<file path="src/rtl/uartprobe_ctrl_pkg.sv">
// Shared constants for the uartprobe command sequencer: opcodes, status codes,
// FSM state encodings and the per-opcode argument count.
package uartprobe_ctrl_pkg;

  localparam logic [7:0] OP_WR     = 8'h01;
  localparam logic [7:0] OP_RD     = 8'h02;
  localparam logic [7:0] OP_SETGPO = 8'h03;
  localparam logic [7:0] OP_GETGPI = 8'h04;

  localparam logic [7:0] STS_OK    = 8'h00;
  localparam logic [7:0] STS_ERR   = 8'h80;
  localparam logic [7:0] STS_BADOP = 8'hFF;

  localparam logic [2:0] AXI_SIZE_32 = 3'b010;

  localparam logic [2:0] ST_IDLE     = 3'd0;
  localparam logic [2:0] ST_RX_ARGS  = 3'd1;
  localparam logic [2:0] ST_AXI_AW_W = 3'd2;
  localparam logic [2:0] ST_AXI_B    = 3'd3;
  localparam logic [2:0] ST_AXI_AR   = 3'd4;
  localparam logic [2:0] ST_AXI_R    = 3'd5;
  localparam logic [2:0] ST_EXEC     = 3'd6;
  localparam logic [2:0] ST_TX_RESP  = 3'd7;

  // Argument bytes that follow each opcode; unknown opcodes take none.
  function automatic logic [3:0] arg_count(input logic [7:0] op);
    case (op)
      OP_WR:             return 4'd8;
      OP_RD, OP_SETGPO:  return 4'd4;
      default:           return 4'd0;
    endcase
  endfunction

  // Status byte for an AXI response code: OKAY maps to 0x00, anything else to 0x80|resp.
  function automatic logic [7:0] status_byte(input logic [1:0] resp);
    return (resp == 2'b00) ? STS_OK : (STS_ERR | {6'b0, resp});
  endfunction

endpackage

</file>
<file path="src/rtl/uartprobe_ctrl_if.sv">
// Bundle of the sequencer's external streams: UART rx/tx bytes, GPO/GPI and the
// single-beat AXI master channels. master = sequencer side, slave = environment side.
interface uartprobe_ctrl_if #(
  parameter int GPO_W = 32,
  parameter int GPI_W = 32
);
  logic             rx_valid;
  logic [7:0]       rx_data;
  logic             rx_ready;
  logic             tx_valid;
  logic [7:0]       tx_data;
  logic             tx_ready;
  logic [GPO_W-1:0] gpo;
  logic [GPI_W-1:0] gpi;

  logic [31:0] m_axi_awaddr;
  logic [2:0]  m_axi_awsize;
  logic        m_axi_awvalid;
  logic        m_axi_awready;
  logic [31:0] m_axi_wdata;
  logic [3:0]  m_axi_wstrb;
  logic        m_axi_wlast;
  logic        m_axi_wvalid;
  logic        m_axi_wready;
  logic [1:0]  m_axi_bresp;
  logic        m_axi_bvalid;
  logic        m_axi_bready;
  logic [31:0] m_axi_araddr;
  logic [2:0]  m_axi_arsize;
  logic        m_axi_arvalid;
  logic        m_axi_arready;
  logic [31:0] m_axi_rdata;
  logic [1:0]  m_axi_rresp;
  logic        m_axi_rlast;
  logic        m_axi_rvalid;
  logic        m_axi_rready;

  modport master (
    input  rx_valid, rx_data, tx_ready, gpi,
           m_axi_awready, m_axi_wready, m_axi_bresp, m_axi_bvalid,
           m_axi_arready, m_axi_rdata, m_axi_rresp, m_axi_rlast, m_axi_rvalid,
    output rx_ready, tx_valid, tx_data, gpo,
           m_axi_awaddr, m_axi_awsize, m_axi_awvalid,
           m_axi_wdata, m_axi_wstrb, m_axi_wlast, m_axi_wvalid, m_axi_bready,
           m_axi_araddr, m_axi_arsize, m_axi_arvalid, m_axi_rready
  );

  modport slave (
    output rx_valid, rx_data, tx_ready, gpi,
           m_axi_awready, m_axi_wready, m_axi_bresp, m_axi_bvalid,
           m_axi_arready, m_axi_rdata, m_axi_rresp, m_axi_rlast, m_axi_rvalid,
    input  rx_ready, tx_valid, tx_data, gpo,
           m_axi_awaddr, m_axi_awsize, m_axi_awvalid,
           m_axi_wdata, m_axi_wstrb, m_axi_wlast, m_axi_wvalid, m_axi_bready,
           m_axi_araddr, m_axi_arsize, m_axi_arvalid, m_axi_rready
  );
endinterface

</file>
<file path="src/rtl/uartprobe_ctrl_respser.sv">
// Response serialiser: loads a 1- or 5-byte response (first byte in i_data[39:32])
// and streams it MSB-first on the tx byte stream. o_done flags the last handshake.
module uartprobe_ctrl_respser (
  input  logic        clk,
  input  logic        areset,
  input  logic        i_load,
  input  logic        i_len5,
  input  logic [39:0] i_data,
  input  logic        i_tx_ready,
  output logic        o_tx_valid,
  output logic [7:0]  o_tx_data,
  output logic        o_done
);
  logic [39:0] r_buf;
  logic [2:0]  r_left;
  logic        r_valid;

  // Load a fresh response, otherwise shift one byte out per accepted transfer.
  always_ff @(posedge clk) begin
    if (areset) begin
      r_buf   <= '0;
      r_left  <= '0;
      r_valid <= 1'b0;
    end else if (i_load) begin
      r_buf   <= i_data;
      r_left  <= i_len5 ? 3'd5 : 3'd1;
      r_valid <= 1'b1;
    end else if (r_valid && i_tx_ready) begin
      r_buf  <= {r_buf[31:0], 8'h00};
      r_left <= r_left - 3'd1;
      if (r_left == 3'd1) r_valid <= 1'b0;
    end
  end

  assign o_tx_valid = r_valid;
  assign o_tx_data  = r_buf[39:32];
  assign o_done     = r_valid && i_tx_ready && (r_left == 3'd1);
endmodule

</file>
<file path="src/rtl/uartprobe_ctrl.sv">
// Command sequencer: parses opcode+argument frames from the UART rx stream, runs one
// single-beat AXI write/read or a GPO/GPI access, and returns a status/data response.
module uartprobe_ctrl
  import uartprobe_ctrl_pkg::*;
#(
  parameter int          UAP_GPO_W  = 32,
  parameter int          UAP_GPI_W  = 32,
  parameter logic [31:0] GPO_RESET  = 32'h0,
  parameter int          RX_TIMEOUT = 1000000
) (
  input logic              clk,
  input logic              areset,
  uartprobe_ctrl_if.master bus
);
  localparam int               CNT_W      = $clog2(RX_TIMEOUT + 1);
  localparam logic [CNT_W-1:0] IDLE_LIMIT = CNT_W'(RX_TIMEOUT - 1);

  logic [2:0]           r_state;
  logic [7:0]           r_opcode;
  logic [3:0]           r_arg_cnt;
  logic [63:0]          r_args;
  logic [CNT_W-1:0]     r_idle_cnt;
  logic                 r_awvalid, r_wvalid, r_bready, r_arvalid, r_rready;
  logic [31:0]          r_awaddr, r_wdata, r_araddr;
  logic [UAP_GPO_W-1:0] r_gpo;

  logic                 w_rx_ready, w_rx_fire;
  logic [63:0]          w_args_next;
  logic                 w_aw_pend, w_w_pend;
  logic                 w_load, w_load_len5, w_tx_done;
  logic [39:0]          w_load_data;
  logic [UAP_GPI_W-1:0] w_gpi;

  assign w_gpi       = bus.gpi;
  assign w_rx_ready  = !areset && (r_state == ST_IDLE || r_state == ST_RX_ARGS);
  assign w_rx_fire   = bus.rx_valid && w_rx_ready;
  assign w_args_next = {r_args[55:0], bus.rx_data};
  assign w_aw_pend   = r_awvalid && !bus.m_axi_awready;
  assign w_w_pend    = r_wvalid && !bus.m_axi_wready;

  // The response is loaded on the edge where the result becomes known.
  assign w_load      = (r_state == ST_EXEC)
                    || (r_state == ST_AXI_B && bus.m_axi_bvalid)
                    || (r_state == ST_AXI_R && bus.m_axi_rvalid);
  assign w_load_len5 = (r_state == ST_AXI_R)
                    || (r_state == ST_EXEC && r_opcode == OP_GETGPI);

  // Select the response contents for whichever result is completing.
  always_comb begin
    // NOTE: every always_comb output gets a default first so no latch is inferred.
    w_load_data = {STS_BADOP, 32'h0};
    if (r_state == ST_AXI_B)
      w_load_data = {status_byte(bus.m_axi_bresp), 32'h0};
    else if (r_state == ST_AXI_R)
      w_load_data = {status_byte(bus.m_axi_rresp), bus.m_axi_rdata};
    else if (r_opcode == OP_GETGPI)
      w_load_data = {STS_OK, 32'(w_gpi)};
    else if (r_opcode == OP_SETGPO)
      w_load_data = {STS_OK, 32'h0};
  end

  // Frame parsing, AXI handshakes and GPO update; reset abandons any transaction.
  always_ff @(posedge clk) begin
    if (areset) begin
      // NOTE: sequential state uses non-blocking assignments so every flop sees pre-edge values.
      r_state    <= ST_IDLE;
      r_opcode   <= '0;
      r_arg_cnt  <= '0;
      r_args     <= '0;
      r_idle_cnt <= '0;
      r_awvalid  <= 1'b0;
      r_wvalid   <= 1'b0;
      r_bready   <= 1'b0;
      r_arvalid  <= 1'b0;
      r_rready   <= 1'b0;
      r_awaddr   <= '0;
      r_wdata    <= '0;
      r_araddr   <= '0;
      r_gpo      <= GPO_RESET[UAP_GPO_W-1:0];
    end else begin
      case (r_state)
        ST_IDLE: begin
          if (w_rx_fire) begin
            r_opcode   <= bus.rx_data;
            r_idle_cnt <= '0;
            r_arg_cnt  <= arg_count(bus.rx_data);
            r_state    <= (arg_count(bus.rx_data) == 4'd0) ? ST_EXEC : ST_RX_ARGS;
          end
        end
        ST_RX_ARGS: begin
          if (w_rx_fire) begin
            r_args     <= w_args_next;
            r_idle_cnt <= '0;
            r_arg_cnt  <= r_arg_cnt - 4'd1;
            if (r_arg_cnt == 4'd1) begin
              case (r_opcode)
                OP_WR: begin
                  r_awaddr  <= w_args_next[63:32];
                  r_wdata   <= w_args_next[31:0];
                  r_awvalid <= 1'b1;
                  r_wvalid  <= 1'b1;
                  r_state   <= ST_AXI_AW_W;
                end
                OP_RD: begin
                  r_araddr  <= w_args_next[31:0];
                  r_arvalid <= 1'b1;
                  r_state   <= ST_AXI_AR;
                end
                default: begin
                  r_gpo   <= w_args_next[UAP_GPO_W-1:0];
                  r_state <= ST_EXEC;
                end
              endcase
            end
          end else if (r_idle_cnt == IDLE_LIMIT) begin
            // Stalled frame: drop it silently.
            r_idle_cnt <= '0;
            r_arg_cnt  <= '0;
            r_state    <= ST_IDLE;
          end else begin
            r_idle_cnt <= r_idle_cnt + 1'b1;
          end
        end
        ST_AXI_AW_W: begin
          if (bus.m_axi_awready) r_awvalid <= 1'b0;
          if (bus.m_axi_wready)  r_wvalid  <= 1'b0;
          if (!w_aw_pend && !w_w_pend) begin
            r_bready <= 1'b1;
            r_state  <= ST_AXI_B;
          end
        end
        ST_AXI_B: begin
          if (bus.m_axi_bvalid) begin
            r_bready <= 1'b0;
            r_state  <= ST_TX_RESP;
          end
        end
        ST_AXI_AR: begin
          if (bus.m_axi_arready) begin
            r_arvalid <= 1'b0;
            r_rready  <= 1'b1;
            r_state   <= ST_AXI_R;
          end
        end
        ST_AXI_R: begin
          if (bus.m_axi_rvalid) begin
            r_rready <= 1'b0;
            r_state  <= ST_TX_RESP;
          end
        end
        ST_EXEC:    r_state <= ST_TX_RESP;
        ST_TX_RESP: if (w_tx_done) r_state <= ST_IDLE;
        default:    r_state <= ST_IDLE;
      endcase
    end
  end

  uartprobe_ctrl_respser u_respser (
    .clk        (clk),
    .areset     (areset),
    .i_load     (w_load),
    .i_len5     (w_load_len5),
    .i_data     (w_load_data),
    .i_tx_ready (bus.tx_ready),
    .o_tx_valid (bus.tx_valid),
    .o_tx_data  (bus.tx_data),
    .o_done     (w_tx_done)
  );

  assign bus.rx_ready      = w_rx_ready;
  assign bus.gpo           = r_gpo;
  assign bus.m_axi_awaddr  = r_awaddr;
  assign bus.m_axi_awsize  = AXI_SIZE_32;
  assign bus.m_axi_awvalid = r_awvalid;
  assign bus.m_axi_wdata   = r_wdata;
  assign bus.m_axi_wstrb   = 4'hF;
  assign bus.m_axi_wlast   = 1'b1;
  assign bus.m_axi_wvalid  = r_wvalid;
  assign bus.m_axi_bready  = r_bready;
  assign bus.m_axi_araddr  = r_araddr;
  assign bus.m_axi_arsize  = AXI_SIZE_32;
  assign bus.m_axi_arvalid = r_arvalid;
  assign bus.m_axi_rready  = r_rready;
endmodule

</file>
<file path="src/flat_wrapper.sv">
// flat-port wrapper written by rule: the top's interface ports become plain ports
module uartprobe_ctrl_flat import uartprobe_ctrl_pkg::*;
#(
  parameter int          UAP_GPO_W  = 32,
  parameter int          UAP_GPI_W  = 32,
  parameter logic [31:0] GPO_RESET  = 32'h0,
  parameter int          RX_TIMEOUT = 1000000
)
  (clk, areset, bus_rx_valid, bus_rx_data, bus_tx_ready, bus_gpi, bus_m_axi_awready, bus_m_axi_wready, bus_m_axi_bresp, bus_m_axi_bvalid, bus_m_axi_arready, bus_m_axi_rdata, bus_m_axi_rresp, bus_m_axi_rlast, bus_m_axi_rvalid, bus_rx_ready, bus_tx_valid, bus_tx_data, bus_gpo, bus_m_axi_awaddr, bus_m_axi_awsize, bus_m_axi_awvalid, bus_m_axi_wdata, bus_m_axi_wstrb, bus_m_axi_wlast, bus_m_axi_wvalid, bus_m_axi_bready, bus_m_axi_araddr, bus_m_axi_arsize, bus_m_axi_arvalid, bus_m_axi_rready);
  uartprobe_ctrl_if #(.GPO_W(32), .GPI_W(32)) bus_i ();
  input logic clk;
  input logic areset;
  input wire logic [$bits(bus_i.rx_valid)-1:0] bus_rx_valid;
  input wire logic [$bits(bus_i.rx_data)-1:0] bus_rx_data;
  input wire logic [$bits(bus_i.tx_ready)-1:0] bus_tx_ready;
  input wire logic [$bits(bus_i.gpi)-1:0] bus_gpi;
  input wire logic [$bits(bus_i.m_axi_awready)-1:0] bus_m_axi_awready;
  input wire logic [$bits(bus_i.m_axi_wready)-1:0] bus_m_axi_wready;
  input wire logic [$bits(bus_i.m_axi_bresp)-1:0] bus_m_axi_bresp;
  input wire logic [$bits(bus_i.m_axi_bvalid)-1:0] bus_m_axi_bvalid;
  input wire logic [$bits(bus_i.m_axi_arready)-1:0] bus_m_axi_arready;
  input wire logic [$bits(bus_i.m_axi_rdata)-1:0] bus_m_axi_rdata;
  input wire logic [$bits(bus_i.m_axi_rresp)-1:0] bus_m_axi_rresp;
  input wire logic [$bits(bus_i.m_axi_rlast)-1:0] bus_m_axi_rlast;
  input wire logic [$bits(bus_i.m_axi_rvalid)-1:0] bus_m_axi_rvalid;
  output wire logic [$bits(bus_i.rx_ready)-1:0] bus_rx_ready;
  output wire logic [$bits(bus_i.tx_valid)-1:0] bus_tx_valid;
  output wire logic [$bits(bus_i.tx_data)-1:0] bus_tx_data;
  output wire logic [$bits(bus_i.gpo)-1:0] bus_gpo;
  output wire logic [$bits(bus_i.m_axi_awaddr)-1:0] bus_m_axi_awaddr;
  output wire logic [$bits(bus_i.m_axi_awsize)-1:0] bus_m_axi_awsize;
  output wire logic [$bits(bus_i.m_axi_awvalid)-1:0] bus_m_axi_awvalid;
  output wire logic [$bits(bus_i.m_axi_wdata)-1:0] bus_m_axi_wdata;
  output wire logic [$bits(bus_i.m_axi_wstrb)-1:0] bus_m_axi_wstrb;
  output wire logic [$bits(bus_i.m_axi_wlast)-1:0] bus_m_axi_wlast;
  output wire logic [$bits(bus_i.m_axi_wvalid)-1:0] bus_m_axi_wvalid;
  output wire logic [$bits(bus_i.m_axi_bready)-1:0] bus_m_axi_bready;
  output wire logic [$bits(bus_i.m_axi_araddr)-1:0] bus_m_axi_araddr;
  output wire logic [$bits(bus_i.m_axi_arsize)-1:0] bus_m_axi_arsize;
  output wire logic [$bits(bus_i.m_axi_arvalid)-1:0] bus_m_axi_arvalid;
  output wire logic [$bits(bus_i.m_axi_rready)-1:0] bus_m_axi_rready;
  assign bus_i.rx_valid = bus_rx_valid;
  assign bus_i.rx_data = bus_rx_data;
  assign bus_i.tx_ready = bus_tx_ready;
  assign bus_i.gpi = bus_gpi;
  assign bus_i.m_axi_awready = bus_m_axi_awready;
  assign bus_i.m_axi_wready = bus_m_axi_wready;
  assign bus_i.m_axi_bresp = bus_m_axi_bresp;
  assign bus_i.m_axi_bvalid = bus_m_axi_bvalid;
  assign bus_i.m_axi_arready = bus_m_axi_arready;
  assign bus_i.m_axi_rdata = bus_m_axi_rdata;
  assign bus_i.m_axi_rresp = bus_m_axi_rresp;
  assign bus_i.m_axi_rlast = bus_m_axi_rlast;
  assign bus_i.m_axi_rvalid = bus_m_axi_rvalid;
  assign bus_rx_ready = bus_i.rx_ready;
  assign bus_tx_valid = bus_i.tx_valid;
  assign bus_tx_data = bus_i.tx_data;
  assign bus_gpo = bus_i.gpo;
  assign bus_m_axi_awaddr = bus_i.m_axi_awaddr;
  assign bus_m_axi_awsize = bus_i.m_axi_awsize;
  assign bus_m_axi_awvalid = bus_i.m_axi_awvalid;
  assign bus_m_axi_wdata = bus_i.m_axi_wdata;
  assign bus_m_axi_wstrb = bus_i.m_axi_wstrb;
  assign bus_m_axi_wlast = bus_i.m_axi_wlast;
  assign bus_m_axi_wvalid = bus_i.m_axi_wvalid;
  assign bus_m_axi_bready = bus_i.m_axi_bready;
  assign bus_m_axi_araddr = bus_i.m_axi_araddr;
  assign bus_m_axi_arsize = bus_i.m_axi_arsize;
  assign bus_m_axi_arvalid = bus_i.m_axi_arvalid;
  assign bus_m_axi_rready = bus_i.m_axi_rready;
  uartprobe_ctrl #(.UAP_GPO_W(UAP_GPO_W), .UAP_GPI_W(UAP_GPI_W), .GPO_RESET(GPO_RESET), .RX_TIMEOUT(RX_TIMEOUT)) u_core (.clk(clk), .areset(areset), .bus(bus_i));
endmodule
</file>
<file path="config.mk">
export PLATFORM = sky130hd
export DESIGN_NAME = uartprobe_ctrl_flat
export DESIGN_NICKNAME = d
export VERILOG_FILES = /design/src/rtl/uartprobe_ctrl_pkg.sv /design/src/rtl/uartprobe_ctrl_if.sv /design/src/rtl/uartprobe_ctrl_respser.sv /design/src/rtl/uartprobe_ctrl.sv /design/src/flat_wrapper.sv
export SDC_FILE = /design/constraint.sdc
export NUM_CORES = 1
export LEC_CHECK = 0
export CAP_MARGIN = 20
export CORE_MARGIN = 1.5
export CORE_UTILIZATION = 35
export CTS_BUF_LIST = sky130_fd_sc_hd__clkbuf_8
export CTS_CLUSTER_SIZE = 14
export DETAILED_ROUTE_END_ITERATION = 16
export PLACE_DENSITY = 0.66
export SYNTH_ARGS = -nofsm -noshare
export SYNTH_HDL_FRONTEND = slang
export SYNTH_HIERARCHICAL = 1
export SYNTH_SLANG_ARGS = --single-unit
</file>
<file path="constraint.sdc">
create_clock -name clk -period 2 [get_ports clk]
set_input_delay 0.4 -clock clk [delete_from_list [all_inputs] [get_ports clk]]
set_output_delay 0.4 -clock clk [all_outputs]
set_load 0.1 [all_outputs]
</file>
* Yosys cells after proc, flatten, opt, wreduce, memory -nomap -nowiden
Cells that the tools add are included.
** Operators by class
- Bitwise logic cells :: 1
- Mux-type cells :: 55
- $add $sub $neg :: 3
- Equal/unequal tests :: 31
- Reductions and logical operators :: 46
** Operators with widths (number)
- $mux W40 :: 6
- $mux W20 :: 3
- $pmux W20 S2 :: 1
- $mux W3 :: 13
- $eq A8 B2 Y1 const B :: 4
- $pmux W3 S8 :: 1
- $add A20 B1 Y20 const B :: 1
- $eq A20 B20 Y1 const B :: 1
- $mux W4 :: 5
- $ne A2 B2 Y1 const B :: 9
- $eq A8 B1 Y1 const B :: 2
- $mux W1 :: 16
- $mux W8 :: 2
- $pmux W4 S2 :: 2
- $reduce_and A5 Y1 :: 3
- $reduce_bool A2 Y1 :: 7
- $eq A3 B3 Y1 const B :: 4
- $reduce_and A4 Y1 :: 3
- $logic_and A1 B1 Y1 :: 10
- $pmux W1 S2 :: 5
- $reduce_and A3 Y1 :: 3
- $eq A8 B3 Y1 const B :: 1
- $reduce_and A2 Y1 :: 4
- $reduce_and A8 Y1 :: 1
- other kinds (16) :: 29
** Storage, ports and cells
- Word-level logic and storage cells :: 153
- Register bits :: 268
- Output and inout bits :: 154

* Logic depth before layout (Yosys ltp)
- Word-level depth :: 11
- Depth in mapped cells :: 11
- Mapped depth without buffers :: 7

* Modules after synthesis
Netlist, hierarchy kept.
** Modules (own cells, without submodules)
- uartprobe_ctrl :: seq. area each 4484.3 um^2, area each 9187.6 um^2, instances 1, cells an instance 1214
- uartprobe_ctrl_respser :: seq. area each 880.8 um^2, area each 2157.1 um^2, instances 1, cells an instance 245

* Worst setup path before layout
OpenSTA, ideal clock, no wires.
- Kind :: register to output
- Start point :: register u_core.r_state[1]
- End point :: output port bus_rx_ready
- Stages on the path, launching flop included :: 5
- Arrival time :: 2.258 ns
- Setup slack :: -0.658 ns
- Cells stage by stage :: dfxtp_1 -> clkbuf_1 -> clkbuf_1 -> or2_2 -> nor2_1
** Between the ends
- Cells in the longest elaborated chain, start to end :: 3
- Elaborated cells on any way between the ends :: 4
- Classes of those cells :: eq/ne (1); reduce/logical (3)
** RTL lines
- start, declared :: RTL line uartprobe_ctrl.sv:18 : logic [2:0] r_state;
- start signal, assigned :: RTL line uartprobe_ctrl.sv:87 : r_state <= (arg_count(bus.rx_data) == 4'd0) ? ST_EXEC : ST_RX_ARGS;
- $eq A3 B1 Y1 or $logic_not A3 Y1 (tied branches) :: RTL line uartprobe_ctrl.sv:35 : assign w_rx_ready = !areset && (r_state == ST_IDLE || r_state == ST_RX_ARGS);
- $logic_or A1 B1 Y1 * :: RTL line uartprobe_ctrl.sv:35
- $logic_and A1 B1 Y1 * :: RTL line uartprobe_ctrl.sv:35
- end, declared :: RTL line flat_wrapper.sv:26 : output wire logic [$bits(bus_i.rx_ready)-1:0] bus_rx_ready;
Every way passes the cells marked *; elsewhere a longest branch is shown, timed or not.

* Final worst setup path
- Start point :: register u_core.r_opcode[7]
- End point :: register u_core.u_respser.r_buf[8]
** Between the ends
- Cells in the longest elaborated chain, start to end :: 5
** RTL lines
- start, declared :: RTL line uartprobe_ctrl.sv:19 : logic [7:0] r_opcode;
- start signal, assigned :: RTL line uartprobe_ctrl.sv:84 : r_opcode <= bus.rx_data;
- $eq A8 B3 Y1 :: RTL line uartprobe_ctrl.sv:56 : else if (r_opcode == OP_GETGPI)
- $mux W40 :: RTL line uartprobe_ctrl.sv:56
- $mux W40 :: RTL line uartprobe_ctrl.sv:54 : else if (r_state == ST_AXI_R)
- $mux W40 :: RTL line uartprobe_ctrl.sv:52 : if (r_state == ST_AXI_B)
- named net u_core.w_load_data[8] :: RTL line uartprobe_ctrl.sv:31 : logic [39:0] w_load_data;
- $mux W40 :: RTL line uartprobe_ctrl_respser.sv:24 : end else if (i_load) begin
- end signal, assigned :: RTL line uartprobe_ctrl_respser.sv:25 : r_buf <= i_data;
- end signal, assigned :: RTL line uartprobe_ctrl_respser.sv:29 : r_buf <= {r_buf[31:0], 8'h00};
- end, declared :: RTL line uartprobe_ctrl_respser.sv:14 : logic [39:0] r_buf;
The timed path passes the listed nets, and every way through them passes these cells.
A chain may end at the register's enable or synchronous reset.

==> flow_results.xml <==
<?xml version="1.0" encoding="UTF-8"?>
<metrics>
  <group name="run_status">
    <metric name="outcome" unit="">finished with violations</metric>
    <metric name="violations_in_the_final_reports" unit="">setup timing</metric>
  </group>
  <group name="routing">
    <metric name="vias" unit="">11000</metric>
    <metric name="drt_iter0_markers" unit="">708</metric>
    <metric name="route.detailed.drc" unit="">0</metric>
    <metric name="wl" unit="mm">36.1</metric>
    <metric name="vias_per_cell" unit="">5.08</metric>
    <metric name="drt-pass1-iter-count" unit="">5</metric>
    <metric name="drt-wirelength-per-cell" unit="um">16.6</metric>
    <metric name="postRouteAntennaNets" unit="">0</metric>
  </group>
  <group name="layout">
    <metric name="area_delta_synth_final" unit="%">41.3</metric>
    <metric name="post_route_cells_drive_above_1_share" unit="">0.279</metric>
    <metric name="finish.instance_area" unit="um2">16000</metric>
    <metric name="layoutNonFillerInstCount" unit="">2172</metric>
    <metric name="fin_nets" unit="">1826</metric>
  </group>
  <group name="grt">
    <metric name="number_of_antenna_violations_at_the_first_check_in_global_routing" unit="">4</metric>
    <metric name="pin_count_of_the_biggest_net_entering_global_routing" unit="">64</metric>
    <metric name="grt_pass1_wl" unit="mm">52.0</metric>
    <metric name="remaining_global_route_overflow" unit="">0</metric>
    <metric name="grt_util_overall" unit="">0.191</metric>
    <metric name="first_global_vias" unit="">10100</metric>
  </group>
  <group name="floorplan">
    <metric name="coreArea" unit="um2">31700</metric>
    <metric name="chipHeight" unit="um">183</metric>
    <metric name="top_level_port_count" unit="">240</metric>
    <metric name="die_area" unit="um2">33500</metric>
    <metric name="row_count" unit="">65</metric>
    <metric name="floorplan.initialDensity" unit="">0.358</metric>
    <metric name="die-width" unit="um">183</metric>
  </group>
  <group name="power">
    <metric name="static-leakage-power" unit="uW">0.00595</metric>
    <metric name="max-vdd-ir-drop" unit="uV">397</metric>
    <metric name="seq_power_share" unit="">0.424</metric>
    <metric name="totalPowerFinal" unit="uW">13700</metric>
    <metric name="sw_power" unit="uW">4280</metric>
    <metric name="power.share.clock" unit="">0.349</metric>
    <metric name="switching_share" unit="">0.312</metric>
    <metric name="combinationalPowerShare" unit="">0.228</metric>
    <metric name="power.density" unit="nW/um2">855</metric>
    <metric name="p_int" unit="uW">9430</metric>
  </group>
  <group name="placed_design">
    <metric name="place.gp.congestion" unit="">0.822</metric>
    <metric name="place.detailed.instances" unit="">2052</metric>
    <metric name="hpwl" unit="mm">21.9</metric>
    <metric name="buffer_ports.inserted" unit="">227</metric>
    <metric name="placement.cell_area" unit="um2">13900</metric>
  </group>
  <group name="clocking">
    <metric name="cts_htree_levels" unit="">2</metric>
    <metric name="cts_tree" unit="">yes</metric>
    <metric name="clock-root-buffer" unit="">sky130_fd_sc_hd__clkbuf_8</metric>
    <metric name="clock-sinks" unit="">268</metric>
    <metric name="cts.path.max_buffers" unit="">3</metric>
    <metric name="clkLatencyLatePin" unit="ns">0.56</metric>
    <metric name="number_of_buffers_created_by_cts" unit="">45</metric>
    <metric name="clkSlewWorstSetupHoldPaths" unit="ns">0.06</metric>
  </group>
  <group name="synth">
    <metric name="synth_top_cells_by_count" unit="">sky130_fd_sc_hd__nand2_1 (530), sky130_fd_sc_hd__dfxtp_1 (268), sky130_fd_sc_hd__a21oi_1 (237), sky130_fd_sc_hd__nor2_1 (76), sky130_fd_sc_hd__clkbuf_1 (64)</metric>
    <metric name="yosysMostFrequentCell" unit="">sky130_fd_sc_hd__nand2_1</metric>
    <metric name="netlist-cell-type-count" unit="">64</metric>
    <metric name="postSynthRegisterBits" unit="">268</metric>
    <metric name="synth_area" unit="um2">11300</metric>
    <metric name="async_reset_ff_frac" unit="">0</metric>
    <metric name="number_of_synthesized_flops_with_an_enable_pin" unit="">0</metric>
    <metric name="postSynth.topFlopCell" unit="">sky130_fd_sc_hd__dfxtp_1</metric>
    <metric name="synth.yosys.warnings" unit="">6</metric>
    <metric name="synth_area_per_cell" unit="um2">7.78</metric>
    <metric name="synth_cells" unit="">1459</metric>
    <metric name="yosysTopAreaCellShare" unit="">0.473</metric>
    <metric name="synth_seq_area_share" unit="">0.473</metric>
    <metric name="synth_area_leader_cell" unit="">sky130_fd_sc_hd__dfxtp_1</metric>
    <metric name="synth.top_cells.by_area" unit="">sky130_fd_sc_hd__dfxtp_1 (47%), sky130_fd_sc_hd__nand2_1 (18%), sky130_fd_sc_hd__a21oi_1 (10%)</metric>
  </group>
  <group name="setup_path">
    <metric name="crit_path_max_fanout" unit="">32</metric>
    <metric name="worst_setup_path_start_kind" unit="">register</metric>
    <metric name="critPathRequiredTime" unit="ns">2.44</metric>
    <metric name="worst_path_max_delay_cell" unit="">sky130_fd_sc_hd__or4_4</metric>
    <metric name="critical_path.cell_chain" unit="">or4_4, or4_4, nand2_2, o21ai_2, buf_12, a21oi_1, nor2_1, a311oi_2</metric>
    <metric name="cp-end-kind" unit="">register</metric>
    <metric name="cpLargestDelayFamily" unit="">simple AND/OR/NAND/NOR gates</metric>
    <metric name="critPathArrivalTime" unit="ns">2.63</metric>
    <metric name="worst-path-buf-inv" unit="">1</metric>
    <metric name="max_stage_delay" unit="ns">0.54</metric>
    <metric name="worst-setup-path-type" unit="">reg -&gt; reg</metric>
    <metric name="path_common_cell" unit="">sky130_fd_sc_hd__or4_4</metric>
  </group>
  <group name="timing">
    <metric name="period_share" unit="">1.09</metric>
    <metric name="timing.slew.headroom" unit="">0.496</metric>
    <metric name="hold_violations" unit="">0</metric>
    <metric name="slew_viol_final" unit="">0</metric>
    <metric name="post-route-min-period" unit="ns">2.18</metric>
    <metric name="max_slew.worst_pin.slew" unit="ns">0.757</metric>
    <metric name="timing.final.setup_violations" unit="">155</metric>
    <metric name="finClkSkew" unit="ns">0.0309</metric>
    <metric name="unrepaired_setup_endpoints_after_global_routing" unit="">yes</metric>
    <metric name="hold_ws" unit="ns">0.400</metric>
    <metric name="final.setup.worst_slack" unit="ns">-0.181</metric>
    <metric name="max_freq" unit="MHz">458</metric>
  </group>
  <group name="run">
    <metric name="max_cap_violations" unit="">0</metric>
  </group>
  <group name="worst_hold_path">
    <metric name="worst_hold_path_type" unit="">in -&gt; reg</metric>
  </group>
</metrics>
## cell type report
class / instances / area [um2]
inverter: 12 / 47.5
antenna: 2 / 5.00
clock buffer: 55 / 757
tap: 402 / 503
timing repair buffer: 346 / 3470
sequential: 268 / 5380
clock inverter: 25 / 138
multi-input combinational: 1062 / 5720
fill: 2921 / 15700
## path summary, 6_finish.rpt
kind                                                  start                           to  slack [ns]  depth (start not counted)
worst max-delay path                     u_core/r_opcode[7]    u_core/u_respser/r_buf[8]       -0.18                          8
worst min-delay path                                 areset        u_core/r_idle_cnt[19]        0.40                          5
worst max register to register           u_core/r_opcode[7]    u_core/u_respser/r_buf[8]       -0.18                          8
worst min register to register  u_core/bus.m_axi_awaddr[20]  u_core/bus.m_axi_awaddr[20]        0.45                          2
## stage by stage
| step | setup TNS, ns | worst slack [ns] | util |
|---|---|---|---|
| after floorplan | -1.27 | -0.0659 | - |
| final | -12.34 | -0.181 | 0.505 |
| after global placement | -21.93 | -0.536 | 0.439 |
| after CTS | -6.20 | -0.190 | 0.477 |
| after global routing | -22.81 | -0.251 | 0.505 |
| after detailed placement | -27.09 | -0.560 | 0.439 |
## flip-flops by register name, summed over array words and instances, names as in the netlist, 4 cells and up
register	flops
u_core/r_args	56
u_core/u_respser/r_buf	40
u_core/bus.gpo	32
u_core/bus.m_axi_araddr	32
u_core/bus.m_axi_awaddr	32
u_core/r_idle_cnt	20
u_core/bus.m_axi_wdata	32
u_core/r_arg_cnt	4
u_core/r_opcode	8
## kinds of logic (layout without fill, tap and decap cells)
logic type,count (synthesis),count (layout),synth area share
XOR/XNOR,20,20,0.0154
buffers and inverters,138,438,0.0655
AND/OR/NAND/NOR,694,694,0.253
flip-flops,268,268,0.473
adder cells (fa/ha/maj),5,5,0.00551
multiplexers,1,1,0.000882
other,2,13,0.000662
AO/OA/AOI/OAI,331,331,0.186
## layer usage
metal,global-route usage,up-vias,share of wire
li1,-,5386,-
met1,0.237,5205,0.42
met2,0.324,379,0.49
met3,0.0502,54,0.072
met4,0.0590,4,0.021
met5,0,-,0.00080
## timing repair
| action | CTS | global route |
|---|---|---|
| pin swaps | 6 | 63 |
| setup endpoints to repair | 162 | 165 |
| resized for setup | 32 | 111 |
| hold buffers | 0 | 0 |
| setup buffers | 6 | 9 |
| cloned | 6 | 17 |
## power by group through the flow
stage                     Sequential [uW]  Combinational (uW)  Clock, uW
final                                5810                3120       4780
after global routing                 5850                3340       5150
after CTS                            5800                3020       4880
after detailed placement             5910                2880          0
after global placement               5900                2850          0
after floorplan                      6040                1880          0
## layout by cell type (no fill, tap or decap), types with 8 or more instances in the layout
cell and count:
sky130_fd_sc_hd__nand2_1 509, sky130_fd_sc_hd__dfxtp_1 259, sky130_fd_sc_hd__buf_4 208, sky130_fd_sc_hd__a21oi_1 172, sky130_fd_sc_hd__clkdlybuf4s50_1 83, sky130_fd_sc_hd__a21oi_2 74
sky130_fd_sc_hd__nor2_1 73, sky130_fd_sc_hd__clkbuf_8 56, sky130_fd_sc_hd__a311oi_2 29, sky130_fd_sc_hd__inv_1 28, sky130_fd_sc_hd__buf_12 18, sky130_fd_sc_hd__nand3_1 18
sky130_fd_sc_hd__nand2_2 16, sky130_fd_sc_hd__clkbuf_16 14, sky130_fd_sc_hd__buf_6 14, sky130_fd_sc_hd__o21ai_0 14, sky130_fd_sc_hd__xnor2_1 13, sky130_fd_sc_hd__conb_1 11
sky130_fd_sc_hd__nand2_4 10, sky130_fd_sc_hd__nand2b_1 9, sky130_fd_sc_hd__nor3_1 8
## worst register-to-register path, cell delays in order (launching register included)
cell,delay (ns)
sky130_fd_sc_hd__dfxtp_2,0.32
sky130_fd_sc_hd__or4_4,0.54
sky130_fd_sc_hd__or4_4,0.45
sky130_fd_sc_hd__nand2_2,0.08
sky130_fd_sc_hd__o21ai_2,0.07
sky130_fd_sc_hd__buf_12,0.18
sky130_fd_sc_hd__a21oi_1,0.16
sky130_fd_sc_hd__nor2_1,0.08
sky130_fd_sc_hd__a311oi_2,0.22
No activity file was read; power rests on OpenSTA's default activity.
